## src/rtl/pipelined_cla_addsub.sv

```systemverilog
// rtl/pipelined_cla_addsub.sv - pipelined block-CLA adder/subtractor with optional signed saturation
// Each stage adds one slice; carry and unconsumed operand slices are skewed into the next stage.
module pipelined_cla_addsub #(
    parameter int WIDTH  = 32,
    parameter int STAGES = 2,
    parameter int BLOCK  = 4
) (
    input  logic             clk,
    input  logic             rst,
    input  logic             in_valid,
    output logic             in_ready,
    input  logic [1:0]       op,
    input  logic [WIDTH-1:0] a,
    input  logic [WIDTH-1:0] b,
    input  logic             cin,
    output logic             out_valid,
    input  logic             out_ready,
    output logic [WIDTH-1:0] sum,
    output logic             cout,
    output logic             overflow,
    output logic             zero,
    output logic             negative
);

    localparam int SLICE = WIDTH / STAGES;
    localparam logic [1:0] OP_ADD = 2'b00;
    localparam logic [WIDTH-1:0] MAXPOS = {1'b0, {(WIDTH-1){1'b1}}};
    localparam logic [WIDTH-1:0] MINNEG = {1'b1, {(WIDTH-1){1'b0}}};

    // Lookahead inside each BLOCK-bit group, group carries ripple to the next group.
    function automatic logic [SLICE:0] cla_add(input logic [SLICE-1:0] x,
                                               input logic [SLICE-1:0] y,
                                               input logic             c);
        logic [SLICE-1:0] p;
        logic [SLICE-1:0] g;
        logic [SLICE-1:0] s;
        logic             cg;
        logic             cg_next;
        logic             gen;
        logic             prop;
        logic             cj;
        p       = x ^ y;
        g       = x & y;
        s       = '0;
        cg      = c;
        cg_next = 1'b0;
        for (int base = 0; base < SLICE; base += BLOCK) begin
            for (int i = 0; i <= BLOCK; i++) begin
                gen  = 1'b0;
                prop = 1'b1;
                for (int j = i - 1; j >= 0; j--) begin
                    gen  = gen | (g[base+j] & prop);
                    prop = prop & p[base+j];
                end
                cj = gen | (prop & cg);
                if (i < BLOCK) begin
                    s[base+i] = p[base+i] ^ cj;
                end else begin
                    cg_next = cj;
                end
            end
            cg = cg_next;
        end
        return {cg, s};
    endfunction

    logic [STAGES:0]   adv;
    logic [STAGES-1:0] vld;
    logic [WIDTH-1:0]  b_eff;
    logic              c0;

    assign b_eff       = op[0] ? ~b : b;
    assign c0          = (op == OP_ADD) ? cin : op[0];
    assign adv[STAGES] = out_ready;
    assign in_ready    = adv[0];

    genvar k;
    for (k = 0; k < STAGES; k++) begin : stg
        logic [SLICE-1:0]         xa;
        logic [SLICE-1:0]         xb;
        logic                     ci;
        logic                     vi;
        logic [1:0]               opi;
        logic                     ami;
        logic                     bmi;
        logic [SLICE:0]           res;
        logic                     v_q;
        logic [(k+1)*SLICE-1:0]   s_q;
        logic                     c_q;
        logic [1:0]               op_q;
        logic                     am_q;
        logic                     bm_q;

        // A stage moves when empty or when its successor moves, so bubbles collapse.
        assign adv[k] = !v_q || adv[k+1];
        assign vld[k] = v_q;
        assign res    = cla_add(xa, xb, ci);

        if (k == 0) begin : g_src
            assign xa  = a[SLICE-1:0];
            assign xb  = b_eff[SLICE-1:0];
            assign ci  = c0;
            assign vi  = in_valid;
            assign opi = op;
            assign ami = a[WIDTH-1];
            assign bmi = b_eff[WIDTH-1];

            always_ff @(posedge clk or posedge rst) begin
                if (rst) begin
                    s_q <= '0;
                end else if (adv[k]) begin
                    s_q <= res[SLICE-1:0];
                end
            end
        end else begin : g_src
            assign xa  = stg[k-1].g_rest.ar_q[SLICE-1:0];
            assign xb  = stg[k-1].g_rest.br_q[SLICE-1:0];
            assign ci  = stg[k-1].c_q;
            assign vi  = stg[k-1].v_q;
            assign opi = stg[k-1].op_q;
            assign ami = stg[k-1].am_q;
            assign bmi = stg[k-1].bm_q;

            always_ff @(posedge clk or posedge rst) begin
                if (rst) begin
                    s_q <= '0;
                end else if (adv[k]) begin
                    s_q <= {res[SLICE-1:0], stg[k-1].s_q};
                end
            end
        end

        always_ff @(posedge clk or posedge rst) begin
            if (rst) begin
                v_q  <= 1'b0;
                c_q  <= 1'b0;
                op_q <= 2'b00;
                am_q <= 1'b0;
                bm_q <= 1'b0;
            end else if (adv[k]) begin
                v_q  <= vi;
                c_q  <= res[SLICE];
                op_q <= opi;
                am_q <= ami;
                bm_q <= bmi;
            end
        end

        if (k < STAGES - 1) begin : g_rest
            logic [(STAGES-1-k)*SLICE-1:0] ar_q;
            logic [(STAGES-1-k)*SLICE-1:0] br_q;

            if (k == 0) begin : g_ld
                always_ff @(posedge clk or posedge rst) begin
                    if (rst) begin
                        ar_q <= '0;
                        br_q <= '0;
                    end else if (adv[k]) begin
                        ar_q <= a[WIDTH-1:SLICE];
                        br_q <= b_eff[WIDTH-1:SLICE];
                    end
                end
            end else begin : g_ld
                always_ff @(posedge clk or posedge rst) begin
                    if (rst) begin
                        ar_q <= '0;
                        br_q <= '0;
                    end else if (adv[k]) begin
                        ar_q <= stg[k-1].g_rest.ar_q[(STAGES-k)*SLICE-1:SLICE];
                        br_q <= stg[k-1].g_rest.br_q[(STAGES-k)*SLICE-1:SLICE];
                    end
                end
            end
        end
    end

    logic [WIDTH-1:0] raw_sum;
    logic             last_am;
    logic             last_bm;
    logic             ovf;
    logic             sat;
    logic [WIDTH-1:0] res_sum;

    assign raw_sum = stg[STAGES-1].s_q;
    assign last_am = stg[STAGES-1].am_q;
    assign last_bm = stg[STAGES-1].bm_q;
    assign ovf     = (last_am == last_bm) && (raw_sum[WIDTH-1] != last_am);
    assign sat     = stg[STAGES-1].op_q[1] && ovf;
    assign res_sum = sat ? (last_am ? MINNEG : MAXPOS) : raw_sum;

    assign out_valid = vld[STAGES-1];
    assign sum       = res_sum;
    assign cout      = stg[STAGES-1].c_q;
    assign overflow  = ovf;
    assign zero      = out_valid && (res_sum == '0);
    assign negative  = res_sum[WIDTH-1];

endmodule
```

## config.mk

```make
export PLATFORM = sky130hd
export DESIGN_NAME = pipelined_cla_addsub
export DESIGN_NICKNAME = d
export VERILOG_FILES = /design/src/rtl/pipelined_cla_addsub.sv
export SDC_FILE = /design/constraint.sdc
export NUM_CORES = 1
export LEC_CHECK = 0
export ABC_CLOCK_PERIOD_IN_PS = 3800
export BUFFER_PORTS_ARGS = -buffer_cell sky130_fd_sc_hd__buf_2
export CAP_MARGIN = 40
export CORE_MARGIN = 2
export CORE_UTILIZATION = 55
export CTS_CLUSTER_SIZE = 14
export DETAILED_ROUTE_END_ITERATION = 7
export GPL_TIMING_DRIVEN = 0
export HOLD_SLACK_MARGIN = 0.1
export PLACE_DENSITY = 0.83
export SYNTH_ARGS = -nofsm -noshare
export SYNTH_HDL_FRONTEND = slang
export SYNTH_SLANG_ARGS = --single-unit
```

## constraint.sdc

```tcl
create_clock -name clk -period 3.8 [get_ports clk]
set_input_delay 0.76 -clock clk [delete_from_list [all_inputs] [get_ports clk]]
set_output_delay 0.76 -clock clk [all_outputs]
set_load 0.02 [all_outputs]
```

==> results.md <==
* Result of the run: complete, no violations
* Clk slew on worst S/H paths at 0.09 ns
* Ys async rst share at 100.0%
* Count of buffers inserted at the top-level ports at 107
* Diode insertion count for antenna repair at 0
* Leakage power at 0.003102 uW
* Family with the most delay on the worst path: buffers and inverters
* # Max-Cap Violations at 0
* Largest buffer count on any clock path at 2
* Post-synthesis sequential area ratio at 42.92%
* Cell Int Power at about 2200 uW
* Number of fill cells in the layout at 736
* Starting utilization of the core area at ~56%
* H-tree depth reported by CTS at 3
* Router iterations before antenna repair at 5
* Max stage delay on crit path at 0.56 ns
* Worst Skew at roughly 0.013 ns
* Std-Cell Rows at 35
* Combinational cell fraction of total power at 38.2%
* Largest fanout on the critical path at 16
* Required time at the endpoint of the critical path at 4.03 ns
* Post-Route WL at 12610 um
* Setup crit start kind: primary input
* Most common cell after layout, fill and taps aside: nand2_1
* Design Area, Final at 6070 um2
* TritonCTS buffer count at 9
* Synth Register Bits at 88
* Overflow left after global routing at 0
* Sum of buffers and inverters on the critical path at 2
* Fraction of power consumed by sequential logic at 39.2%
* Die Y at 100.6 um
* Post-synth cell types at ~50
* Routed vias at 4484
* Yosys warning total at 0
* Reg2Reg Depth at 9
* Post-DR wirelength/cell at 15.67 um
* Post-CTS sizing at 0
* Average instance area after synthesis at 8.986 um2
* Part of the total power dissipated in the clock network at 22.6%
* Cell at the slowest stage of the critical path: clkbuf_1
* Detailed-route DRC error count at 0
* Clock Root Buffer: clkbuf_8
* Pwr Density at 574.8 nW/um2
* Endpoints failing setup at 0
* Endpoint class of the critical path: register
* CTS hold repair buffers at 0
* Switching power of the nets at 1325 uW
* Hold Path Class: primary input to async pin
* Final count of pins violating max slew at 0
* Area added between synthesis and finish at 18.29%
* Most frequent cell on the critical path: o21ai_0
* Slew at the pin closest to its max-slew limit at about 0.68 ns
* HPWL after detailed placement at 9743 um
* Cell Area, Synth at 5131 um2
* Number of nets in the layout at 800
* Setup fix buffers added after clock tree synthesis at 0
* Clock latency at the later pin of the worst-skew pair at approximately 0.36 ns
* Worst EP arrival at 3.76 ns
* Ports placed on the boundary at around 110
* Final count of hold timing violations at 0
* TritonCTS clock tree: built
* Clk sinks at 88
* Initial antenna violation count at 0
* Most instantiated flip-flop cell in the synthesis netlist: dfrtp_1
* Total die area at just over 10000 um2
* # placed instances at 790
* Chain of cells forming the critical path: buf_4, clkbuf_1, xor2_1, ha_1, o21ai_0, a211oi_2, nor3_2, o31ai_2, or2_2, fa_1, xnor2_1, o21ai_0
* Slew headroom at between 50 and 60%
* Final Cycle Share at between 90 and 100%
* Number of global-route vias before repair at 4248
* Core box area at just over 9000 um2
* Number of vias per cell at 5.570
* Peak supply drop at 0.0002540 V
* Wire length of the first global-routing pass at 20210 um
* Pre-CTS setup slack at -0.2951 ns
* Leading cell types in the layout, fill and taps excluded: nand2_1, buf_2, dfrtp_1
* Maximum number of pins on one net before global-route repair at 46
* Post-synth EDFFs at 0
* Number of standard cells in the layout, taps in and fillers out at 805
* Fraction of layout cells with a size suffix above 1 at 19.45%
* Overall Global Routing Usage at around 25%
* Crit Path Category: primary input to register
* Setup slack after layout at between 0.2 and 0.3 ns
* Cell area after placement at 5828 um2
* Number of instances in the synthesized netlist at 571
* Remaining antenna violation count after routing at 0
* Number of DRC markers after the initial detailed-route iteration at 331
* Chip Width at 100.6 um
* Utilization after layout at between 60% and 70%
* Net Count, Synth at 682
* Switching part of the total power at 37.98%
* Gp weighted congestion at around 0.86
* FMAX at 282.9 MHz
* RSZ-0062 raised after global routing: no
* Power consumption at 3489 uW
* Minimum clock period after layout at about 3.5 ns
* Logic depth of the worst path, buffers included at 12
layout make-up:
class                           instances  area (um2)  share of cell area [%]
Buffer                                 27       108.9                   1.793
Tap cell                              111       138.9                   2.288
Clock inverter                          5       103.9                   1.711
Inverter                               19       73.82                   1.216
Multi-Input combinational cell        436        2745                   45.23
Timing Repair Buffer                  108       555.5                   9.153
Sequential cell                        88        2202                   36.28
Clock buffer                           11       141.4                   2.329
worst paths after layout:
check                                      start                    end  slack (ns)
min reg2reg                           stg[0].v_q              out_valid        0.47
min                                          rst             raw_sum[5]        0.45
min in group clk                      stg[0].v_q              out_valid        0.47
max                                        op[0]         stg[0].s_q[13]        0.27
max reg2reg                stg[0].g_rest.br_q[3]            raw_sum[30]        1.03
max in group asynchronous                    rst  stg[0].g_rest.br_q[2]        2.72
metal layers:
layer  global-route usage, %  part of all wire, %
met3                   3.121                  5.2
met4                   10.12                  2.1
met1                   34.62                   44
met5                       0                    0
met2                   41.69                   49
cell families after synthesis:
| family | after synthesis | share of synthesized area (%) |
|---|---|---|
| buffers and inverters | 47 | 3.584 |
| xor gates and xnor gates | 50 | 8.535 |
| adders and majority gates | 40 | 10.92 |
| DFF | 88 | 42.92 |
| muxes | 2 | 0.4145 |
| AOI/OAI and AO/OA | 122 | 15.17 |
| and+or+nand+nor | 222 | 18.46 |
worst reg2reg max path, cell delays in order (launching register included):
cell       delay, ns
dfrtp_1         0.42
ha_1            0.35
and2_0          0.20
o2111a_1        0.26
a21oi_2         0.17
a31oi_1         0.13
o41a_1          0.40
a21o_1          0.22
a2111oi_2       0.40
nor3_1          0.10
sequential cells by signal (all words and copies together), names as in the netlist:
| signal | count |
|---|---|
| stg.c_q | 1 |
| stg.g_rest.ar_q | 15 |
| out_valid | 1 |
| stg.v_q | 1 |
| cout | 1 |
| raw_sum | 32 |
| stg.s_q | 16 |
| stg.am_q | 1 |
| stg.op_q | 2 |
| stg.g_rest.br_q | 15 |
| last_am | 1 |
| last_bm | 1 |
| stg.bm_q | 1 |
power by group through the flow:
stage / combinational [uW] / sequential (uW) / clock (uW)
final: 1330 / 1370 / 787
after global routing: 1470 / 1390 / 824
after CTS: 1340 / 1360 / 785
after detailed placement: 1320 / 1370 / 0
after global placement: 1280 / 1360 / 0
after floorplan: 950 / 1310 / 0
cells in the mapped netlist, types with 5 or more instances:
cell	instances	area, um2
dfrtp_1	88	2202
nor4_1	7	43.79
clkbuf_1	23	86.33
nand2_1	141	529.3
nor3_1	9	45.04
o21ai_0	36	180.2
ha_1	32	400.4
a21oi_1	29	145.1
inv_1	18	67.56
xnor2_1	21	183.9
o21a_1	5	37.54
a21o_1	32	240.2
xor2_1	29	254.0
nand2b_1	6	37.54
nor2b_1	5	31.28
fa_1	8	160.2
nor2_1	35	131.4
stage by stage:
stage          hold WS, ns  setup TNS [ns]
2_1_floorplan       0.4252               0
3_3_place_gp        0.4373          -10.44
3_5_place_dp        0.4386         -0.4993
4_1_cts             0.4554               0
5_1_grt             0.4868               0
6_report            0.4528               0
Power figures use the tool's default switching activity.
